**config.mk**
```make
export PLATFORM = sky130hd
export DESIGN_NAME = reg_writeback_queue
export DESIGN_NICKNAME = d
export VERILOG_FILES = /design/src/rtl/reg_writeback_queue.sv
export SDC_FILE = /design/constraint.sdc
export NUM_CORES = 1
export LEC_CHECK = 0
export CORE_UTILIZATION = 40
export CTS_CLUSTER_DIAMETER = 150
export DETAILED_ROUTE_END_ITERATION = 8
export PLACE_DENSITY = 0.71
export SYNTH_ARGS = -nofsm -noshare
export SYNTH_HDL_FRONTEND = slang
export SYNTH_SLANG_ARGS = --single-unit
```
**constraint.sdc**
```tcl
create_clock -name Clock -period 4.88 [get_ports Clock]
set_clock_uncertainty 0.1 [all_clocks]
set_input_delay 1.464 -clock Clock [delete_from_list [all_inputs] [get_ports Clock]]
set_output_delay 1.464 -clock Clock [all_outputs]
set_load 0.01 [all_outputs]
```
**src/rtl/reg_writeback_queue.sv**
```systemverilog
// Write-side front end for the register bank: in-order result FIFO
// with a ready/enable drain port and a newest-match forwarding lookup.
module reg_writeback_queue #(
    parameter int DATA_WIDTH = 32,
    parameter int ADDR_WIDTH = 4,
    parameter int DEPTH      = 4
) (
    input  logic                  Clock,
    input  logic                  Reset_n,
    input  logic                  ALU_Valid,
    input  logic [ADDR_WIDTH-1:0] ALU_Dest,
    input  logic [DATA_WIDTH-1:0] ALU_Result,
    input  logic                  LDR_Valid,
    input  logic [ADDR_WIDTH-1:0] LDR_Dest,
    input  logic [DATA_WIDTH-1:0] LDR_Data,
    output logic                  Stall,
    output logic                  Overflow,
    output logic                  Wr_Enable,
    output logic [ADDR_WIDTH-1:0] Destination,
    output logic [DATA_WIDTH-1:0] Write_Data,
    input  logic                  Reg_Ready,
    input  logic [ADDR_WIDTH-1:0] Query_Reg,
    output logic                  Query_Hit,
    output logic [DATA_WIDTH-1:0] Query_Data
);

    localparam int PW = $clog2(DEPTH);
    localparam int CW = PW + 1;

    typedef struct packed {
        logic [ADDR_WIDTH-1:0] dest;
        logic [DATA_WIDTH-1:0] data;
    } entry_t;

    entry_t        mem [DEPTH];
    logic [PW-1:0] head;
    logic [PW-1:0] tail;
    logic [CW-1:0] count;
    logic [CW-1:0] free_cnt;
    logic [1:0]    n_push;
    logic [PW-1:0] alu_slot;
    logic          push_try;
    logic          do_ldr;
    logic          do_alu;
    logic          pop;

    assign free_cnt = CW'(DEPTH) - count;
    assign Stall    = free_cnt < CW'(2);
    assign push_try = ALU_Valid | LDR_Valid;
    assign do_ldr   = LDR_Valid & ~Stall;
    assign do_alu   = ALU_Valid & ~Stall;
    assign n_push   = {1'b0, do_ldr} + {1'b0, do_alu};
    // LDR is the older instruction, so ALU lands one slot behind it
    assign alu_slot = tail + PW'(do_ldr);
    assign pop      = (count != '0) & Reg_Ready;

    always_ff @(posedge Clock) begin
        if (!Reset_n) begin
            head     <= '0;
            tail     <= '0;
            count    <= '0;
            Overflow <= 1'b0;
        end else begin
            head  <= head + PW'(pop);
            tail  <= tail + PW'(n_push);
            count <= count + CW'(n_push) - CW'(pop);
            if (push_try && Stall)
                Overflow <= 1'b1;
        end
    end

    always_ff @(posedge Clock) begin
        if (Reset_n) begin
            if (do_ldr)
                mem[tail] <= '{dest: LDR_Dest, data: LDR_Data};
            if (do_alu)
                mem[alu_slot] <= '{dest: ALU_Dest, data: ALU_Result};
        end
    end

    always_comb begin
        Wr_Enable   = count != '0;
        Destination = '0;
        Write_Data  = '0;
        if (Wr_Enable) begin
            Destination = mem[head].dest;
            Write_Data  = mem[head].data;
        end
    end

    // Walk oldest to newest so the last match left standing is the newest
    always_comb begin
        logic [PW-1:0] idx;
        idx        = '0;
        Query_Hit  = 1'b0;
        Query_Data = '0;
        for (int i = 0; i < DEPTH; i++) begin
            idx = head + PW'(i);
            if (CW'(i) < count && mem[idx].dest == Query_Reg) begin
                Query_Hit  = 1'b1;
                Query_Data = mem[idx].data;
            end
        end
    end

endmodule

```
Word level (Yosys, flattened, before mapping)
Memories as Yosys holds them, arrays and structs flattened. A register that Yosys moved wholly into a read port is not among the register bits.
Cells that the tools add are included.
- multipliers: 0
- bitwise gates (word level): 5
- order comparisons: 5
- shifts and indexed selects: 0
- add/subtract/negate cells: 10
- reduce and logical (&&, ||, !) cells: 6
- multiplexer cells: 17
- equal/unequal tests: 4
- divide/modulo/power cells: 0
- operators by type and width (operator ; number):
    two-way mux 32 bit ; 5
    == test 4 bit ; 4
    two-way mux 1 bit ; 10
    < comparator 1 x 3 -> 1 bit, first input constant ; 2
    < comparator 2 x 3 -> 1 bit, first input constant ; 2
    logical AND 1 bit ; 5
    adder 2 x 1 -> 2 bit ; 2
    adder 2 bit, second input constant ; 2
    two-way mux 4 bit ; 1
    adder 3 x 2 -> 3 bit ; 1
    AND 1 bit ; 3
    < comparator 3 x 2 -> 1 bit, second input constant ; 1
    nonzero test 3 bit ; 1
    subtractor 3 x 1 -> 3 bit ; 1
    subtractor 3 bit, first input constant ; 1
    adder 1 x 1 -> 2 bit ; 1
    adder 2 x 1 -> 2 bit, second input constant ; 1
    adder 2 bit ; 1
    two-way mux 2 bit ; 1
    inverter 1 bit ; 1
    bitwise OR 1 bit ; 1
- output and inout bits: 72
- RAM bits: 144
- bits in latches: 0
- memories: 1
- bits in read-only memories: 0
- logic and storage cells: 52
- bits in registers: 8
- memories (name ; depth ; bits a word ; read ports ; clocked after memory_dff ; write ports ; RTL line ; source):
    mem ; 4 ; 36 ; 4 ; 1 ; 2 ; 35 ; entry_t mem [DEPTH];

Longest topological paths before layout
Gate-level depths: netlist of run 1.
- depth in word-level cells: 7
- depth in mapped cells: 15

Least setup slack after synthesis of run 1
No wires, ideal clock.
- path type: input -> register
- start: input Reset_n
- end: memory mem[1][0] (netlist name) (enable)
- arrival time: 4.348 ns
- stages: 3
- path slack: -0.047 ns
- library setup time: 0.479 ns
- cells stage by stage: clkbuf_1 > nand3_1 > o21ai_0
- RTL lines (element ; RTL line ; source):
    start, declared ; 9 ; input logic Reset_n,
    end, declared ; 35 ;

Final worst setup path of run 1
- start: input Query_Reg[1]
- end: output Query_Data[18]
- cells in the longest elaborated chain, start to end: 6
- elaborated cells on any way between the ends: 12
- classes of those cells: eq/ne (4); mux (4); reduce/logical (4)
- ends and longest elaborated chain (element ; RTL line ; source):
    start, declared ; 22 ; input logic [ADDR_WIDTH-1:0] Query_Reg,
    == test 4 bit ; 99 ; if (CW'(i) < count && mem[idx].dest == Query_Reg) begin
    logical AND 1 bit ; 99 ;
    two-way mux 32 bit (3 in a row) ; 99 ;
    two-way mux 32 bit * ; 99 ;
    end, declared ; 24 ; output logic [DATA_WIDTH-1:0] Query_Data
Mark *: on every way between the ends. The rest lies on a longest branch, timed or not.

==> results of run 1 <==
-- cell families after synthesis --
group | count (synthesis)
AND/OR/NAND/NOR | 195
AO/OA/AOI/OAI | 164
buffers and inverters | 91
flip-flops | 152
adder cells (fa/ha/maj) | 10
multiplexers | 342
XOR/XNOR | 21
-- cell type report --
class / count / area [sq um]
Fill cell: 2350 / 12900
Multi-Input combinational cell: 732 / 6430
Sequential cell: 152 / 4490
Timing Repair Buffer: 218 / 2150
Tap cell: 372 / 465
Clock buffer: 21 / 440
Clock inverter: 11 / 146
Inverter: 12 / 45.0
Antenna cell: 1 / 2.50
-- worst max-delay path by stage --
stage	cells after the start	start	end	slack, ps
after floorplan	3	Reset_n	mem[1][0]$_DFFE_PP_	-50
after global placement	9	Query_Reg[2]	Query_Data[16]	-620
after detailed placement	10	Query_Reg[3]	Query_Data[0]	-700
after CTS	11	Query_Reg[0]	Query_Data[12]	1
after global routing	11	head[0]$_SDFF_PN0_	Query_Data[30]	-30
final	10	Query_Reg[1]	Query_Data[18]	40
-- cell usage in the layout (no fill, tap or decap), drive strengths merged, types with 3 or more instances in the layout --
cell / synthesis / routed
mux2: 226 / 226
edfxtp: 144 / 144
clkdlybuf4s50: 0 / 116
mux2i: 101 / 101
buf: 35 / 87
nor2: 79 / 79
o21ai: 76 / 76
nand2: 50 / 50
a21oi: 34 / 34
and2: 30 / 30
clkbuf: 44 / 23
a221oi: 21 / 21
nor3: 20 / 20
xnor2: 19 / 19
a211oi: 15 / 15
mux4: 15 / 15
a22o: 14 / 14
inv: 12 / 14
clkdlybuf4s15: 0 / 11
ha: 9 / 9
dfxtp: 8 / 8
nand4: 4 / 4
clkinv: 0 / 4
or2: 3 / 3
bufinv: 0 / 3
-- flip-flops by register name (all words and copies together) (netlist names) --
name / count
Overflow: 1
count: 3
head: 2
mem: 144
tail: 2
-- repair_timing --
item,4_1_cts,5_1_grt
gates cloned,2,1
pin swaps,17,12
hold buffers,0,0
gates resized for setup,135,23
endpoints found under the setup margin,33,31
buffers inserted,11,3
-- power breakdown --
| group | leakage (uW) | switching, uW | internal [uW] |
|---|---|---|---|
| combinational | 0.00325 | 1980 | 1790 |
| clock | 0.000282 | 546 | 806 |
| sequential | 0.00138 | 152 | 1780 |
| total | 0.00491 | 2680 | 4380 |
-- layer usage --
metal / share of wire (%) / global-route usage, % / vias to the layer above / routed length (um)
met4: 2.1 / 7.19 / 0 / 650
met5: 0 / 0 / - / 0
li1: - / - / 4008 / -
met2: 49 / 38.6 / 289 / 15200
met3: 5.6 / 3.11 / 52 / 1750
met1: 43 / 27.7 / 4118 / 13400
-- per-stage QoR --
step | instance area [sq um] | worst slack, ps | utilization (%)
2_1_floorplan | 11100 | -47.1 | -
3_3_place_gp | 13300 | -625 | 49.1
3_5_place_dp | 13300 | -700 | 49.1
4_1_cts | 14100 | 1.05 | 51.9
5_1_grt | 14200 | -29.6 | 52.3
6_report | 14200 | 39.1 | 52.3
-- worst register-to-register path, delay by kind of cell, from the launching register on --
family | cells | cell delay (ps)
multiplexers | 1 | 440
AND/OR/NAND/NOR | 3 | 540
adder cells (fa/ha/maj) | 3 | 700
flip-flops | 1 | 370
buffers and inverters | 2 | 670
XOR/XNOR | 1 | 200
==> results.toml, run 1 <==
[power_and_ir_drop]
fin_total_pwr_uw = 7060
irDropWorstVdd_v = 0.000268
leakage_uw = 0.00491
powerDensity_nw_per_um2 = 499

[clock_network]
clkSinkCount = 152
clkLatencyLatePin_ps = 430
numCtsBuffers = 17
cts_htree_levels = 4
clock-root-buffer = "clkbuf_16"
clockBufferDepth = 2
cts_tree = "built"
clk_pin_slew_ps = 60

[yosys]
yosysMostFrequentCell = "mux2_2"
synth_cell_types = 43
synthSimpleGateAreaFrac_pct = 8.10
yosys_register_bits = 152
synth_compound_area_share_pct = 9.50
synth_common_cells = "226 x mux2_2, 144 x edfxtp_1, 101 x mux2i_1"
ys_top_cells_by_area = "edfxtp_1 39%, mux2_2 23%, mux2i_1 9.1%, o21ai_0 3.4%, nor2_1 2.7%"
synth.top_cell.area_share_pct = 38.9
netlist_area_sq_um = 11100
syn_nets = 1066
synthArstFlopShare_pct = 0
syn_avg_cell_area_sq_um = 11.4
ys.flop_type = "edfxtp_1"
synth_edf_count = 144
yosys.area_share.adder_pct = 1.19
synth_area_leader_cell = "edfxtp_1"
seq_area_frac_synth_pct = 40.4
yosys_warnings = 0
synth_mux_area_share_pct = 35.4
synthCells = 975
synth_top_family_by_area = "multiplexers"
synth_xor_area_share_pct = 1.66

[run]
drv_cap = 0

[placed_design]
place_inst = 1470
hpwl_mm = 19.9
place.gp.congestion = 0.788
port_buffers = 152

[timing]
period_minus_slack_ps = 4840
tightest_slew_ps = 1120
hold_slack_ps = 373
relSlewSlack_pct = 25.3
setup_violations = 0
finalMaxSlewViolations = 0
max_freq_ghz = 0.207
final_hold_viol_count = 0
period_share_pct = 99.2
tns_ps = 0

[routing]
drt_iter0_drc = 548
vias = 8467
routed_via_density = 5.57
firstDrtPassIters = 5
drc = 0
routed_wl_mm = 31.0
wire_per_inst_um = 20.4
drtAntennaViolNets = 0

[critical_path]
r2r-start = "count[0]$_SDFF_PN0_"
crit_required_ps = 3320
rr_worst_depth = 10
crit_arrival_ps = 3280
cpMaxStageDelayCell = "nand4_1"
cp-start-kind = "input port"
worstPathMaxFanout = 5
r2r-end = "mem[3][35]$_DFFE_PP_"
end_kind = "primary output"
path_cells = "buf_2, nand2b_1, mux2i_1, nand4_1, o31ai_4, buf_4, and2b_4, buf_12, a22o_1, clkdlybuf4s15_1"
rrSetupSlack_ps = 1590
crit_type = "input port to primary output"
crit_family = "buffers and inverters"
critPathMaxStageDelay_ps = 250
crit_buf_inv = 4

[cells_and_area]
nets = 1224
drive_gt1_share_pct = 34.8
fin_cells = 1519
syn_to_final_growth_pct = 27.5

[floorplan]
core_area_sq_um = 27100
dieArea_sq_um = 28500
start_util_pct = 41.0
ios = 153
die_h_um = 169
fp-row-count = 60
die_width_um = 169

[status]
status = "completed"

[grt]
grt_pass1_wl_mm = 47.4
grt_usage_pct = 22.0
antenna_found_initial = 1
grt-ovfl-total = 0
grt_pass1_vias = 8441
grt_max_degree = 88

[hold_path]
hp-class = "flop to flop"
hold_path_depth = 1
worst_hold_startpoint = "Overflow$_SDFFE_PN0P_"
min_to = "Overflow$_SDFFE_PN0P_"
Power figures use the tool's default switching activity.
==> run 2, diff against run 1 <==
--- a/config.mk
+++ b/config.mk
@@ -5,10 +5,10 @@
 export SDC_FILE = /design/constraint.sdc
 export NUM_CORES = 1
 export LEC_CHECK = 0
+export CORE_ASPECT_RATIO = 0.8
 export CORE_UTILIZATION = 40
-export CTS_CLUSTER_DIAMETER = 150
+export CTS_CLUSTER_DIAMETER = 80
 export DETAILED_ROUTE_END_ITERATION = 8
-export PLACE_DENSITY = 0.71
 export SYNTH_ARGS = -nofsm -noshare
 export SYNTH_HDL_FRONTEND = slang
 export SYNTH_SLANG_ARGS = --single-unit
==> run 2 against run 1 <==
  * Fmax about the same
  * First-iteration DRC count is 8.4% higher
  * Die area barely moved
  * Non-clock buffer count up 4
  * Via count is 0.91% higher
  * Global-route usage up 0.30 points
  * Largest power group unchanged
==> results.toml, run 2 (synthesis gave the netlist of run 1 again) <==
[timing]
tightest_slew_ps = 788
rsz0062_at_grt = "true"
final_hold_viol_count = 0
max_freq_ghz = 0.207
tns_ps = 0
period_share_pct = 99.2
finalMaxSlewViolations = 0
relSlewSlack_pct = 47.3
setup_violations = 0
period_minus_slack_ps = 4840
worst_slack_ps = 38.7

[power_and_ir_drop]
internal_power_uw = 4370
clock_power_share_pct = 19.8
powerDensity_nw_per_um2 = 499
leakage_uw = 0.00494
swShare_pct = 38.6
p_comb_share_pct = 53.0
fin_total_pwr_uw = 7120
irDropWorstVdd_v = 0.000445
power_frac_seq_pct = 27.2
switching_power_uw = 2750

[grt]
grt_pass1_wl_mm = 47.6
grt_max_degree = 86
antenna_found_initial = 3
grt-ovfl-total = 0
grt_pass1_vias = 8249
grt_usage_pct = 22.3

[placed_design]
place_inst = 1470
hpwl_mm = 21.3
port_buffers = 152
placed_area_sq_um = 13300
post-place-ws_ps = -867
place.gp.congestion = 0.807

[clock_network]
clkSinkCount = 152
clkLatencyLatePin_ps = 430
cts_tree = "built"
clk_pin_slew_ps = 60
numCtsBuffers = 17
clockBufferDepth = 2
ctsHoldBuffers = 0
clock-root-buffer = "clkbuf_16"
cts_htree_levels = 4

[critical_path]
crit_arrival_ps = 3280
crit_type = "input port to primary output"
crit_required_ps = 3320
crit_family = "buffers and inverters"
path_cells = "clkdlybuf4s15_2, xnor2_1, and4_4, buf_4, nor3_4, buf_4, buf_12, a221oi_2, a211oi_2, buf_2"
cp-start-kind = "input port"
cpMostUsedCell = "buf_4"
worstPathMaxFanout = 8
crit_buf_inv = 5
critPathMaxStageDelay_ps = 300
end_kind = "primary output"
cpMaxStageDelayCell = "nor3_4"

[cells_and_area]
fin_cells = 1516
layout_common_cells = "226 x mux2_2, 144 x edfxtp_1, 115 x clkdlybuf4s50_1"
drive_gt1_share_pct = 36.5
reg_top3 = "mem x144, count x3"
largest_register = "mem"
final_cell_area_sq_um = 14300
final_common_cell = "mux2_2"
nets = 1229
syn_to_final_growth_pct = 28.3
largest_register_ffs = 144

[floorplan]
die_width_um = 188
dieArea_sq_um = 28500
fp-row-count = 54
ios = 153
start_util_pct = 40.7
core_area_sq_um = 27300
die_h_um = 151

[status]
status = "completed"

[routing]
wire_per_inst_um = 21.1
drc = 0
firstDrtPassIters = 5
routed_via_density = 5.64
drtAntennaViolNets = 0
drt_iter0_drc = 594
vias = 8544
routed_wl_mm = 32.0

[hold_path]
hp-class = "flop to flop"

[run]
drv_cap = 0
==> run 2: per-stage QoR <==
step | util [%] | hold slack (ps)
floorplan | - | 409
global placement | 48.8 | 357
detailed placement | 48.8 | 361
CTS | 51.7 | 376
global route | 52.2 | 409
finish | 52.2 | 374
==> run 2: layout make-up <==
| type | count | area (sq um) |
|---|---|---|
| Antenna cell | 1 | 2.50 |
| Inverter | 12 | 45.0 |
| Sequential cell | 152 | 4490 |
| Multi-Input combinational cell | 733 | 6480 |
| Clock buffer | 17 | 425 |
| Clock inverter | 15 | 193 |
| Tap cell | 364 | 455 |
| Timing Repair Buffer | 222 | 2160 |
| Fill cell | 2410 | 13000 |
==> run 2: final timing paths <==
check	from	to	slack, ps	cells past startpoint
worst max register to register	count[1]$_SDFF_PN0_	mem[3][17]$_DFFE_PP_	1510	10
worst max-delay path	Query_Reg[2]	Query_Data[14]	40	10
worst min register to register	Overflow$_SDFFE_PN0P_	Overflow$_SDFFE_PN0P_	370	1
worst min-delay path	Overflow$_SDFFE_PN0P_	Overflow$_SDFFE_PN0P_	370	1
==> run 2: power by group through the flow <==
stage / clock [uW] / sequential, uW / combinational [uW]
detailed placement: 0 / 1960 / 3650
global route: 1480 / 1970 / 4090
CTS: 1430 / 1940 / 3680
global placement: 0 / 1950 / 3630
finish: 1410 / 1940 / 3780
floorplan: 0 / 1900 / 2280
==> run 2: timing repair <==
action | in CTS | in global routing
resized for setup | 130 | 63
gates cloned | 1 | 2
pin swaps | 10 | 8
setup endpoints to repair | 33 | 34
buffers inserted | 8 | 3
==> run 2: worst reg2reg max path, stage by stage, from the launching register on <==
cell and delay [ps]:
dfxtp_1 380, inv_1 100, ha_1 190, ha_1 270
nand2b_1 150, and2_1 320, ha_1 260, xor2_1 300
nand4_1 310, o21ai_4 410, buf_12 280
==> run 2: per-layer routing <==
metal	wire [um]	global-route usage [%]	vias up
li1	-	-	4043
met1	15400	31.7	4191
met2	14200	34.4	284
met3	1980	4.77	24
met4	362	5.77	2
met5	11	0	-
==> run 3, diff against run 2 <==
--- a/config.mk
+++ b/config.mk
@@ -9,6 +9,7 @@
 export CORE_UTILIZATION = 40
 export CTS_CLUSTER_DIAMETER = 80
 export DETAILED_ROUTE_END_ITERATION = 8
+export GPL_TIMING_DRIVEN = 0
 export SYNTH_ARGS = -nofsm -noshare
 export SYNTH_HDL_FRONTEND = slang
 export SYNTH_SLANG_ARGS = --single-unit
==> constraint.sdc (replaced) <==
create_clock -name Clock -period 5.2 [get_ports Clock]
set_clock_uncertainty 0.1 [all_clocks]
set_input_delay 1.56 -clock Clock [delete_from_list [all_inputs] [get_ports Clock]]
set_output_delay 1.56 -clock Clock [all_outputs]
set_load 0.01 [all_outputs]
==> run 3 against run 2 <==
  * Largest power group unchanged
  * Flip-flop and latch count is the same
  * Critical path type unchanged
  * Core utilization shrank 0.77 points
  * Register-to-register slack lost 690 ps
  * Routed wire length grew 14%
  * Final area shrank 1.5%
  * Via count grew 5.5%
  * Global-route usage grew 3.7 points
==> results.toml, run 3 (synthesis gave the netlist of run 1 again) <==
[status]
status = "completed"

[clock_network]
clockBufferDepth = 2
clkLatencyLatePin_ps = 440
cts_tree = "built"
clk_pin_slew_ps = 60
clkSinkCount = 152
ctsHoldBuffers = 0
numCtsBuffers = 17
clock-root-buffer = "clkbuf_16"
cts_htree_levels = 4

[routing]
wire_per_inst_um = 23.8
routed_via_density = 5.87
routed_wl_mm = 36.5
firstDrtPassIters = 5
drtAntennaViolNets = 0
vias = 9017
drc = 0
drt_iter0_drc = 870

[run]
drv_cap = 0

[timing]
tightest_slew_ps = 1030
period_minus_slack_ps = 5140
rsz0062_at_grt = "true"
period_share_pct = 98.9
setup_violations = 0
finalMaxSlewViolations = 0
relSlewSlack_pct = 31.0
final_hold_viol_count = 0
max_freq_ghz = 0.194

[critical_path]
crit_arrival_ps = 3480
cpMaxStageDelayCell = "a221oi_2"
worstPathMaxFanout = 10
cpMostUsedCell = "buf_4"
crit_required_ps = 3540
crit_type = "input port to primary output"
path_cells = "buf_4, o21bai_1, mux2i_1, and4_4, buf_4, nor3_4, buf_12, buf_6, a221oi_2, a211oi_2, dlygate4sd2_1"
end_kind = "primary output"
cp-start-kind = "input port"
critPathMaxStageDelay_ps = 300

[cells_and_area]
nets = 1249
fin_cells = 1535
layout_common_cells = "226 x mux2_2, 144 x edfxtp_1, 116 x clkdlybuf4s50_1"
final_cell_area_sq_um = 14100
largest_register_ffs = 144
reg_top3 = "mem x144, count x3"
diodes = 0
drive_gt1_share_pct = 32.0
largest_register = "mem"
final_common_cell = "mux2_2"
syn_to_final_growth_pct = 26.4

[floorplan]
die_width_um = 188
fp-row-count = 54
die_h_um = 151
start_util_pct = 40.7
dieArea_sq_um = 28500
core_area_sq_um = 27300
ios = 153

[placed_design]
placed_area_sq_um = 13200
place.gp.congestion = 0.863
port_buffers = 150
place_inst = 1492
hpwl_mm = 24.9

[grt]
antenna_found_initial = 0
grt_max_degree = 37
grt_usage_pct = 25.9
grt_pass1_vias = 8977
grt_pass1_wl_mm = 54.2
grt-ovfl-total = 0

[power_and_ir_drop]
leakage_uw = 0.00487
powerDensity_nw_per_um2 = 491
fin_total_pwr_uw = 6890
irDropWorstVdd_v = 0.000322

[hold_path]
hp-class = "flop to flop"
==> run 3: power breakdown <==
group	total, uW	switching (uW)	internal, uW
combinational	3690	2050	1640
clock	1410	552	856
sequential	1790	122	1670
==> run 3: cell type report <==
type | instances | area (sq um)
clock buffers | 18 | 429
multi-input cells | 732 | 6390
repair buffers | 165 | 1600
flip-flops and latches | 152 | 4480
well taps | 364 | 455
fillers | 2452 | 13200
inverters | 12 | 45.0
plain buffers | 78 | 424
clock inverters | 14 | 221
==> run 3: timing repair <==
action,4_1_cts,5_1_grt
gates resized for setup,96,35
endpoints found under the setup margin,105,40
buffers inserted,10,2
pin swaps,8,9
==> run 3: critical path: cells and delay by family <==
| family | cells | cell delay, ps |
|---|---|---|
| buf+inv | 5 | 890 |
| simple gates | 2 | 320 |
| compound gates | 3 | 510 |
| mux | 1 | 180 |
==> run 3: metrics by stage <==
stage / TNS (ps) / util, % / hold WS [ps] / setup slack (ps)
2_1_floorplan: 0 / - / 409 / 177
3_3_place_gp: -304590 / 47.9 / 354 / -3350
3_5_place_dp: -63590 / 48.2 / 360 / -1030
4_1_cts: 0 / 51.3 / 374 / 2.07
5_1_grt: -91.9 / 51.5 / 392 / -31.5
6_report: 0 / 51.5 / 371 / 58.3
==> run 3: path summary, 6_finish.rpt <==
check | end | cells past startpoint | slack [ps] | start
setup / recovery | Query_Data[9] | 11 | 60 | Query_Reg[0]
hold / removal | Overflow$_SDFFE_PN0P_ | 1 | 370 | Overflow$_SDFFE_PN0P_
setup reg to reg | mem[2][17]$_DFFE_PP_ | 10 | 820 | count[1]$_SDFF_PN0_
hold reg to reg | Overflow$_SDFFE_PN0P_ | 1 | 370 | Overflow$_SDFFE_PN0P_
==> run 3: metal layers <==
layer  share of wire (%)  track usage (%)  vias up
met5                   0                0        -
met4                 2.2             8.19        0
met3                 7.2             5.00       69
met2                  45             40.4      434
met1                  46             36.4     4457
li1                    -                -     4057
